## src/rtl/alu_seq.sv

```systemverilog
// Sequencer that issues one instruction at a time to an external registered ALU and writes the result back to a 4x8 register file.
// Define ALU_SEQ_IMM_EN to let in_imm_sel/in_imm supply operand B; otherwise B always comes from the register file.
//
// state | meaning
// IDLE  | ready for an instruction
// ISSUE | operands and opcode presented to the ALU
// EXEC  | ALU result register loading
// WB    | retire: done pulse, result written back unless illegal
module alu_seq (
  input  logic       ck,
  input  logic       rst_n,
  input  logic       in_valid,
  output logic       in_ready,
  input  logic [3:0] in_op,
  input  logic [1:0] in_dst,
  input  logic [1:0] in_src1,
  input  logic [1:0] in_src2,
  input  logic       in_imm_sel,
  input  logic [7:0] in_imm,
  output logic [7:0] A,
  output logic [7:0] B,
  output logic [3:0] CTR,
  input  logic [7:0] O,
  output logic       done,
  output logic       err,
  output logic       zero,
  input  logic [1:0] rd_addr,
  output logic [7:0] rd_data
);

  localparam logic [1:0] IDLE  = 2'd0;
  localparam logic [1:0] ISSUE = 2'd1;
  localparam logic [1:0] EXEC  = 2'd2;
  localparam logic [1:0] WB    = 2'd3;

  logic [1:0] state;
  logic [1:0] dst;
  logic       ill;
  logic [7:0] rf [4];
  logic       accept;
  logic       legal;
  logic [7:0] b_next;

  assign in_ready = (state == IDLE);
  assign accept   = in_valid && in_ready;
  assign legal    = (in_op == 4'd0) || (in_op == 4'd1) || (in_op >= 4'd9);
  assign rd_data  = rf[rd_addr];

`ifdef ALU_SEQ_IMM_EN
  assign b_next = in_imm_sel ? in_imm : rf[in_src2];
`else
  logic unused_imm;
  assign unused_imm = ^{in_imm_sel, in_imm};
  assign b_next     = rf[in_src2];
`endif

  always_ff @(posedge ck or negedge rst_n) begin
    if (!rst_n) begin
      state <= IDLE;
      dst   <= 2'd0;
      ill   <= 1'b0;
      A     <= 8'd0;
      B     <= 8'd0;
      CTR   <= 4'd0;
      done  <= 1'b0;
      err   <= 1'b0;
      zero  <= 1'b0;
      for (int i = 0; i < 4; i++) rf[i] <= 8'd0;
    end else begin
      done <= 1'b0;
      err  <= 1'b0;
      case (state)
        IDLE: begin
          if (accept) begin
            dst <= in_dst;
            if (legal) begin
              A     <= rf[in_src1];
              B     <= b_next;
              CTR   <= in_op;
              ill   <= 1'b0;
              state <= ISSUE;
            end else begin
              // Illegal ops skip the ALU entirely and retire on the next cycle.
              ill   <= 1'b1;
              done  <= 1'b1;
              err   <= 1'b1;
              state <= WB;
            end
          end
        end
        ISSUE: state <= EXEC;
        EXEC: begin
          done  <= 1'b1;
          state <= WB;
        end
        WB: begin
          if (!ill) begin
            rf[dst] <= O;
            zero    <= (O == 8'h00);
          end
          state <= IDLE;
        end
        default: state <= IDLE;
      endcase
    end
  end

endmodule

```

## config.mk

```make
export PLATFORM = sky130hd
export DESIGN_NAME = alu_seq
export DESIGN_NICKNAME = d
export VERILOG_FILES = /design/src/rtl/alu_seq.sv
export SDC_FILE = /design/constraint.sdc
export NUM_CORES = 1
export LEC_CHECK = 0
export CORE_MARGIN = 4
export CORE_UTILIZATION = 50
export CTS_CLUSTER_DIAMETER = 50
export DETAILED_ROUTE_END_ITERATION = 10
export DONT_BUFFER_PORTS = 1
export GPL_TIMING_DRIVEN = 0
export PLACE_DENSITY = 0.69
export SKIP_LAST_GASP = 1
export SLEW_MARGIN = 20
export SYNTH_ARGS = -nofsm -noshare
export SYNTH_HDL_FRONTEND = slang
export SYNTH_SLANG_ARGS = --single-unit
```

## constraint.sdc

```tcl
create_clock -name ck -period 1.8 [get_ports ck]
set_input_delay 0.27 -clock ck [delete_from_list [all_inputs] [get_ports ck]]
set_output_delay 0.27 -clock ck [all_outputs]
set_load 0.05 [all_outputs]
```

==> impl_metrics.py, run 1 <==
metrics = {
    "clocking": {
        "clock_latency_ns": 0.33,
        "clk_pin_slew_ns": 0.06,
        "clock_sinks": 60,
        "numCtsBuffers": 9,
        "clockBufferDepth": 2,
        "cts_tree": "done",
        "cts_max_level": 3,
        "cts_root_buf": "clkbuf_8",
    },
    "hold_path": {
        "hold_path.startpoint": "in_op[2]",
        "timing.hold.worst.class": "primary input to flip-flop",
    },
    "global_routing": {
        "grt_overflow": 0,
        "grt_pass1_wl_mm": 10.43,
        "grt_usage": 0.1912,
        "grt_start_max_net_pins": 61,
        "antenna_found_initial": 0,
        "grt_pass1_vias": 1921,
    },
    "cells_and_area": {
        "final_cell_area_mm2": 0.003362,
        "post_route_cells_drive_above_1_share": 0.5350,
        "final_cell_mix": "dfrtp_1 (60), mux2_2 (44), mux4_2 (24), clkbuf_8 (11), mux2_4 (10)",
        "layout_commonest_cell": "dfrtp_1",
        "diodes": 0,
        "areaGrowthSynthToFinish_pct": 12.52,
        "nets": 232,
    },
    "synthesis": {
        "synth_cell_types": 28,
        "synth_top_area_cell": "dfrtp_1",
        "syn_nets": 215,
        "ys_ff_latch": 60,
        "yosys-top-cells-area": "dfrtp_1 (50%), mux4_2 (18%), mux2_2 (17%)",
        "syn_area_mm2": 0.002988,
        "syn-instance-count": 179,
        "synth_fa_ha_area_frac": 0.01675,
        "synth_compound_area_frac": 0.02094,
        "muxShareOfSynthArea": 0.3970,
        "yosysWarnings": 0,
        "synth_top_area_share": 0.5025,
        "avgSynthCellArea_um2": 16.69,
        "yosysSeqAreaShare": 0.5025,
        "synth_xor_area_frac": 0,
        "synth_top_family_by_area": "multiplexers",
        "synth-simple-area-share": 0.03811,
    },
    "setup_path": {
        "worst_ep_arrival_time_ns": 1.92,
        "crit_path_start_kind": "flip-flop",
        "critPathKind": "flip-flop to flip-flop",
        "r2r_start": "state[1]",
        "cp_max_fo": 8,
        "startpoint": "state[1]",
        "end_kind": "flip-flop",
        "required_ns": 2.01,
    },
    "placed_design": {
        "io_buffers": 0,
        "hpwlAfterDp_mm": 4.182,
        "gp_congestion": 0.7622,
        "place_area_mm2": 0.003080,
    },
    "power": {
        "vdd_drop_max_mv": 1.006,
        "power.leakage_nw": 1.453,
        "power_density_mw_per_mm2": 1959,
    },
    "routing": {
        "initialDrtViolationCount": 73,
        "route.vias.total": 1680,
        "post_drt_wl_per_cell_um": 23.24,
        "vias_per_cell": 6.176,
        "drc": 0,
        "drt-pass1-iter-count": 4,
        "wl_mm": 6.321,
        "ant_nets": 0,
    },
    "floorplanning": {
        "io_pins": 64,
        "dieArea_mm2": 0.007276,
        "die_width_um": 85.30,
        "die_h_um": 85.30,
        "core_mm2": 0.005642,
        "initial_core_util": 0.5296,
        "rows": 27,
    },
    "timing": {
        "finClkSkew_ns": 0.007778,
        "worst_slew_pin_slew_ns": 0.7660,
        "relSlewSlack": 0.4893,
        "setup_violations": 0,
        "period_needed_ns": 1.719,
        "min_period_over_period": 0.9550,
        "rsz0062_at_grt": "no",
        "clock.fmax_ghz": 0.5818,
        "final_hold_viol_count": 0,
        "holdWs_ns": 0.08788,
        "drv_slew": 0,
    },
    "status": {
        "status": "finished clean",
    },
    "flow_run": {
        "cap_violations": 0,
    },
}
## per-stage QoR
| stage | power, mW | setup WS, ns | setup TNS, ns | utilization | std cells |
|---|---|---|---|---|---|
| 4_1_cts | 6.629 | 0.05873 | 0 | 0.5966 | 273 |
| 2_1_floorplan | 5.039 | 0.06076 | 0 | - | 179 |
| 3_5_place_dp | 5.436 | -0.2451 | -6.377 | 0.5460 | 251 |
| 5_1_grt | 6.950 | 0.005149 | 0 | 0.5959 | 272 |
| 6_report | 6.587 | 0.08106 | 0 | 0.5959 | 272 |
| 3_3_place_gp | 5.300 | -0.2143 | -5.589 | 0.5460 | 251 |
## layout make-up
type | count | area (um2)
plain buffers | 8 | 58.81
clock buffers | 13 | 158.9
repair buffers | 7 | 87.58
clock inverters | 2 | 10.01
flip-flops and latches | 60 | 1501
inverters | 3 | 11.26
fillers | 428 | 2280
well taps | 72 | 90.09
multi-input cells | 107 | 1444
## sequential cells by signal (all words and copies together), names as in the netlist
name and flops:
A 8, rf 32, CTR 4, state 2
done 1, err 1, B 8, dst 2
zero 1, ill 1
## path summary, 6_finish.rpt
check                         end  cells past startpoint  slack, ns
setup / recovery           rf[21]                      5       0.08
hold / removal             CTR[2]                      1       0.09
min in group asynchronous    B[7]                      2       0.48
hold reg to reg               ill                      2       0.55
max in group asynchronous  rf[11]                      2       1.07
setup reg to reg           rf[21]                      5       0.08
## synthesized netlist by cell type
cell type	count
a21boi_0	1
ha_1	4
nor3_1	1
nand4_1	1
a31o_2	1
nand2b_1	1
nor3_2	1
nor3b_2	2
buf_2	1
o211ai_1	1
nor4_1	2
dfrtp_1	60
mux2_2	44
buf_1	5
inv_1	3
mux2_4	10
buf_12	1
buf_8	1
a22o_1	1
o2111ai_2	1
nor2b_1	2
nor2_1	3
o21ai_0	2
nand2_1	3
mux4_2	24
or4b_4	1
clkbuf_1	1
a21oi_1	1
## cells by family (layout without fill, tap and decap cells)
family	Yosys count	count (layout)
AOI/OAI and AO/OA	8	8
adders and majority gates	4	4
buffers and inverters	12	33
DFF	60	60
muxes	78	78
and+or+nand+nor	17	17
## critical path, cell delays in order, from the launching register on
cell and delay [ns]:
dfrtp_1 0.40, ha_1 0.19, nand2b_1 0.22, nor3b_4 0.29, buf_12 0.16, mux2_2 0.34
## layer usage
layer | vias to the layer above | GRT usage | wire length, um
met4 | 0 | 0.06187 | 58
li1 | 725 | - | -
met5 | - | 0 | 0
met2 | 52 | 0.3326 | 3399
met3 | 5 | 0.05049 | 384
met1 | 898 | 0.2310 | 2478
## what timing repair did
action / 4_1_cts / 5_1_grt
pin swaps: 2 / 0
endpoints found under the setup margin: 43 / 11
hold buffers: 2 / 0
resized for setup: 4 / 0
setup buffers: 5 / 0
endpoints found under the hold margin: 60 / 0
## power breakdown
| group | switching (mW) | leakage, nW | internal [mW] |
|---|---|---|---|
| registers | 1.36 | 0.741 | 1.98 |
| logic | 0.985 | 0.623 | 1.23 |
| clock network | 0.480 | 0.0893 | 0.563 |
| total | 2.82 | 1.45 | 3.77 |
No activity file was read; power rests on OpenSTA's default activity.
==> run 2, diff against run 1 <==
--- a/config.mk
+++ b/config.mk
@@ -5,7 +5,7 @@
 export SDC_FILE = /design/constraint.sdc
 export NUM_CORES = 1
 export LEC_CHECK = 0
-export CORE_MARGIN = 4
+export CORE_MARGIN = 1.5
 export CORE_UTILIZATION = 50
 export CTS_CLUSTER_DIAMETER = 50
 export DETAILED_ROUTE_END_ITERATION = 10
==> impl_metrics.py, run 2 (synthesized netlist as in run 1, its figures left out) <==
metrics = {
    "floorplanning": {
        "io_pins": 64,
        "dieArea_mm2": 0.006448,
        "die_width_um": 80.30,
        "rows": 27,
        "die_h_um": 80.30,
        "core_mm2": 0.005642,
        "initial_core_util": 0.5296,
    },
    "placed_design": {
        "io_buffers": 0,
        "hpwlAfterDp_mm": 4.193,
        "gp_congestion": 0.7655,
        "dp.cells": 251,
        "place_area_mm2": 0.003080,
        "dpl_worst_slack_ns": -0.2789,
    },
    "global_routing": {
        "grt_usage": 0.2151,
        "grt_pass1_wl_mm": 9.756,
        "grt_overflow": 0,
        "grt_start_max_net_pins": 61,
        "grt_pass1_vias": 1799,
        "antenna_found_initial": 0,
    },
    "timing": {
        "drv_slew": 0,
        "period_needed_ns": 1.715,
        "setup_violations": 0,
        "min_period_over_period": 0.9528,
        "final_hold_viol_count": 0,
        "finalWorstSetupSlack_ns": 0.08498,
        "worst_slew_pin_slew_ns": 0.7913,
        "clock.fmax_ghz": 0.5831,
        "rsz0062_at_grt": "no",
        "finClkSkew_ns": 0.005014,
        "relSlewSlack": 0.4725,
    },
    "power": {
        "power_switching_share": 0.4254,
        "total_power_mw": 6.652,
        "p_int_mw": 3.822,
        "p_comb_frac": 0.333,
        "clock_power_share": 0.167,
        "vdd_drop_max_mv": 0.9675,
        "power.leakage_nw": 1.453,
        "p_seq_frac": 0.499,
        "power_density_mw_per_mm2": 1964,
        "p_switching_mw": 2.830,
    },
    "setup_path": {
        "required_ns": 2.01,
        "crit_path_start_kind": "flip-flop",
        "cp_max_fo": 10,
        "worst_ep_arrival_time_ns": 1.93,
        "end_kind": "flip-flop",
        "critPathKind": "flip-flop to flip-flop",
    },
    "cells_and_area": {
        "layout_commonest_cell": "dfrtp_1",
        "areaGrowthSynthToFinish_pct": 13.36,
        "final_cell_mix": "dfrtp_1 (60), mux2_2 (44), mux4_2 (24), clkbuf_8 (12), mux2_4 (10)",
        "regMostFlops": "rf",
        "reg_top3": "rf x32, A x8, B x8",
        "post_route_cells_drive_above_1_share": 0.5327,
        "largest_reg_flops": 32,
        "nFillCells": 399,
        "diodes": 0,
        "final_cell_area_mm2": 0.003387,
        "nets": 230,
        "fin_cells": 271,
    },
    "clocking": {
        "numCtsBuffers": 9,
        "cts_tree": "done",
        "cts_root_buf": "clkbuf_8",
        "clock_sinks": 60,
        "clockBufferDepth": 2,
        "clock_latency_ns": 0.33,
        "cts_max_level": 3,
        "clk_pin_slew_ns": 0.06,
    },
    "flow_run": {
        "cap_violations": 0,
    },
    "routing": {
        "post_drt_wl_per_cell_um": 23.01,
        "drc": 0,
        "ant_nets": 0,
        "vias_per_cell": 6.170,
        "wl_mm": 6.235,
        "route.vias.total": 1672,
        "drt-pass1-iter-count": 4,
        "initialDrtViolationCount": 64,
    },
    "hold_path": {
        "timing.hold.worst.class": "primary input to flip-flop",
    },
    "status": {
        "status": "finished clean",
    },
}
[run 2: final cells by class]
cell class                 instances  area [um2]  share of cell area
sequential                        60        1501              0.4433
inverter                           3       11.26            0.003325
timing repair buffer               5       97.59             0.02881
tap                               72       90.09             0.02660
multi-input combinational        107        1446              0.4270
clock inverter                     1       5.005            0.001478
buffer                             8       58.81             0.01736
clock buffer                      15       176.4             0.05209
[run 2: what timing repair did]
action | in CTS | in global routing
gates resized for setup | 4 | 1
setup buffers | 3 | 0
pin swaps | 2 | 0
hold buffers | 2 | 0
endpoints found under the hold margin | 60 | 0
endpoints found under the setup margin | 43 | 16
[run 2: critical path, stage by stage (launching register included)]
cell and delay, ns:
dfrtp_1 0.38, inv_1 0.17, ha_4 0.29, o2111ai_2 0.24, buf_12 0.22, mux2_4 0.30
[run 2: through the flow]
step	hold slack, ns	setup TNS, ns	util
CTS	0.07499	0	0.6006
detailed placement	-0.02406	-7.366	0.5460
global placement	-0.02397	-5.583	0.5460
floorplan	-0.02559	0	-
finish	0.08592	0	0.6004
global route	0.06572	0	0.6004
[run 2: per-layer routing]
layer,vias to the layer above,GRT usage,share of wire
li1,719,-,-
met4,0,0.08276,0.014
met5,-,0,0
met3,10,0.07159,0.053
met1,895,0.2632,0.41
met2,48,0.3529,0.52
[run 2: final timing paths]
path / from / endpoint / slack [ns] / cells after the start
worst max-delay path: state[0] / A[5] / 0.08 / 5
worst min-delay path: in_op[2] / CTR[2] / 0.09 / 1
worst max register to register: state[0] / A[5] / 0.08 / 5
worst min register to register: rf[31] / rf[31] / 0.55 / 1
max in group asynchronous: rst_n / rf[18] / 1.08 / 2
min in group asynchronous: rst_n / CTR[1] / 0.47 / 2
[run 2: power by group through the flow]
stage	Combinational (mW)	Sequential, mW	Clock, mW
6_report	2.22	3.32	1.11
5_1_grt	2.37	3.42	1.20
4_1_cts	2.24	3.33	1.13
3_5_place_dp	2.10	3.34	0
3_3_place_gp	2.03	3.26	0
2_1_floorplan	1.88	3.16	0
==> run 3, diff against run 2 <==
--- a/config.mk
+++ b/config.mk
@@ -12,6 +12,7 @@
 export DONT_BUFFER_PORTS = 1
 export GPL_TIMING_DRIVEN = 0
 export PLACE_DENSITY = 0.69
+export REMOVE_ABC_BUFFERS = 1
 export SKIP_LAST_GASP = 1
 export SLEW_MARGIN = 20
 export SYNTH_ARGS = -nofsm -noshare
==> impl_metrics.py, run 3 (synthesized netlist as in run 1, its figures left out) <==
metrics = {
    "cells_and_area": {
        "areaGrowthSynthToFinish_pct": 13.07,
        "reg_top3": "rf x32, A x8, B x8",
        "final_core_util": 0.5988,
        "regMostFlops": "rf",
        "final_cell_area_mm2": 0.003378,
        "diodes": 0,
        "post_route_cells_drive_above_1_share": 0.5412,
        "nets": 225,
        "layout_commonest_cell": "dfrtp_1",
        "largest_reg_flops": 32,
        "final_cell_mix": "dfrtp_1 (60), mux2_2 (44), mux4_2 (24), clkbuf_8 (12), mux2_4 (10)",
    },
    "floorplanning": {
        "io_pins": 64,
        "initial_core_util": 0.5296,
        "die_width_um": 80.30,
        "die_h_um": 80.30,
        "core_mm2": 0.005642,
        "dieArea_mm2": 0.006448,
        "rows": 27,
    },
    "hold_path": {
        "hold_path.startpoint": "in_op[0]",
        "timing.hold.worst.class": "primary input to flip-flop",
        "whs_path_depth": 1,
        "hold_end": "CTR[0]",
    },
    "timing": {
        "period_needed_ns": 1.702,
        "rsz0062_at_grt": "no",
        "timing.setup.tns_ns": 0,
        "min_period_over_period": 0.9457,
        "clock.fmax_ghz": 0.5875,
        "final_hold_viol_count": 0,
        "drv_slew": 0,
        "relSlewSlack": 0.5825,
        "worst_slew_pin_slew_ns": 0.6244,
        "setup_violations": 0,
        "finClkSkew_ns": 0.006556,
    },
    "setup_path": {
        "critPathSlowestCell": "dfrtp_1",
        "worst_ep_arrival_time_ns": 1.91,
        "required_ns": 2.01,
        "slowest_delay_ns": 0.40,
        "cp_max_fo": 8,
        "startpoint": "state[1]",
        "crit_path_start_kind": "flip-flop",
        "r2r-end": "rf[17]",
        "critPathKind": "flip-flop to flip-flop",
        "r2r_start": "state[1]",
        "end_kind": "flip-flop",
        "rr_worst_depth": 5,
        "ff2ff_setup_slack_ns": 0.1,
        "worstPathCellList": "ha_1, nand2b_1, nor3b_4, buf_12, mux2_2",
    },
    "power": {
        "vdd_drop_max_mv": 0.8263,
        "power_density_mw_per_mm2": 1957,
        "p_switching_mw": 2.790,
        "power.leakage_nw": 1.440,
        "p_comb_frac": 0.331,
        "p_seq_frac": 0.504,
        "clock_power_share": 0.166,
        "p_int_mw": 3.820,
        "power_switching_share": 0.4221,
    },
    "global_routing": {
        "grt_pass1_wl_mm": 10.31,
        "grt_usage": 0.2269,
        "grt_overflow": 0,
        "grt_start_max_net_pins": 61,
        "grt_pass1_vias": 1864,
        "antenna_found_initial": 0,
    },
    "routing": {
        "post_drt_wl_per_cell_um": 23.95,
        "drt-pass1-iter-count": 4,
        "wl_mm": 6.371,
        "drc": 0,
        "route.vias.total": 1663,
        "initialDrtViolationCount": 64,
        "vias_per_cell": 6.252,
        "ant_nets": 0,
    },
    "clocking": {
        "cts_root_buf": "clkbuf_8",
        "clock_latency_ns": 0.33,
        "numCtsBuffers": 9,
        "cts_max_level": 3,
        "clockBufferDepth": 2,
        "clock_sinks": 60,
        "clk_pin_slew_ns": 0.06,
        "cts_tree": "done",
    },
    "placed_design": {
        "hpwlAfterDp_mm": 4.023,
        "io_buffers": 0,
        "gp_congestion": 0.8474,
        "place_area_mm2": 0.003027,
    },
    "flow_run": {
        "cap_violations": 0,
    },
    "status": {
        "status": "finished clean",
    },
}
==> run 3: how the worst max path moves through the flow <==
| stage | endpoint | slack [ns] | cells after the start |
|---|---|---|---|
| 4_1_cts | rf[4] | 0.09 | 3 |
| 3_3_place_gp | A[4] | -0.81 | 4 |
| 5_1_grt | rf[19] | 0.03 | 5 |
| 3_5_place_dp | B[1] | -0.56 | 4 |
| 2_1_floorplan | A[4] | -0.51 | 4 |
| 6_report | rf[17] | 0.1 | 5 |
==> run 3: area by class of cell <==
| class | count | area (um2) |
|---|---|---|
| clock buffer | 15 | 176.4 |
| timing repair buffer | 7 | 112.6 |
| multi-input combinational | 108 | 1481 |
| tap | 72 | 90.09 |
| inverter | 3 | 11.26 |
| fill | 436 | 2263 |
| clock inverter | 1 | 5.005 |
| sequential | 60 | 1501 |
==> run 3: power by group through the flow <==
stage	combinational [mW]	sequential (mW)	clock, mW
finish	2.19	3.33	1.09
global route	2.35	3.43	1.20
CTS	2.20	3.33	1.13
detailed placement	2.02	3.34	0
global placement	1.96	3.26	0
floorplan	1.83	3.16	0
==> run 3: what timing repair did <==
item / in CTS / in global routing
buffers inserted: 5 / 0
setup endpoints to repair: 47 / 0
hold endpoints to repair: 60 / 0
hold buffers: 2 / 0
resized for setup: 6 / 0
==> run 3: worst max-delay path, delay by kind of cell (launching register included) <==
| family | cells | cell delay [ns] |
|---|---|---|
| and+or+nand+nor | 2 | 0.49 |
| DFF | 1 | 0.40 |
| muxes | 1 | 0.33 |
| adders and majority gates | 1 | 0.19 |
| buffers and inverters | 1 | 0.16 |
==> run 3: layer usage <==
metal | up-vias | global-route usage | share of wire
met1 | 873 | 0.2902 | 0.41
li1 | 720 | - | -
met4 | 0 | 0.08448 | 0.015
met3 | 9 | 0.08523 | 0.080
met2 | 61 | 0.3521 | 0.50
met5 | - | 0 | 0
==> run 3: per-stage QoR <==
| stage | hold WS, ns | power, mW | cells | setup WS, ns |
|---|---|---|---|---|
| floorplan | -0.02559 | 4.985 | 170 | -0.5065 |
| global placement | -0.02437 | 5.220 | 242 | -0.8051 |
| detailed placement | -0.02411 | 5.365 | 242 | -0.5624 |
| CTS | 0.07121 | 6.665 | 266 | 0.08732 |
| global route | 0.05886 | 6.978 | 266 | 0.02638 |
| finish | 0.08438 | 6.610 | 266 | 0.09775 |
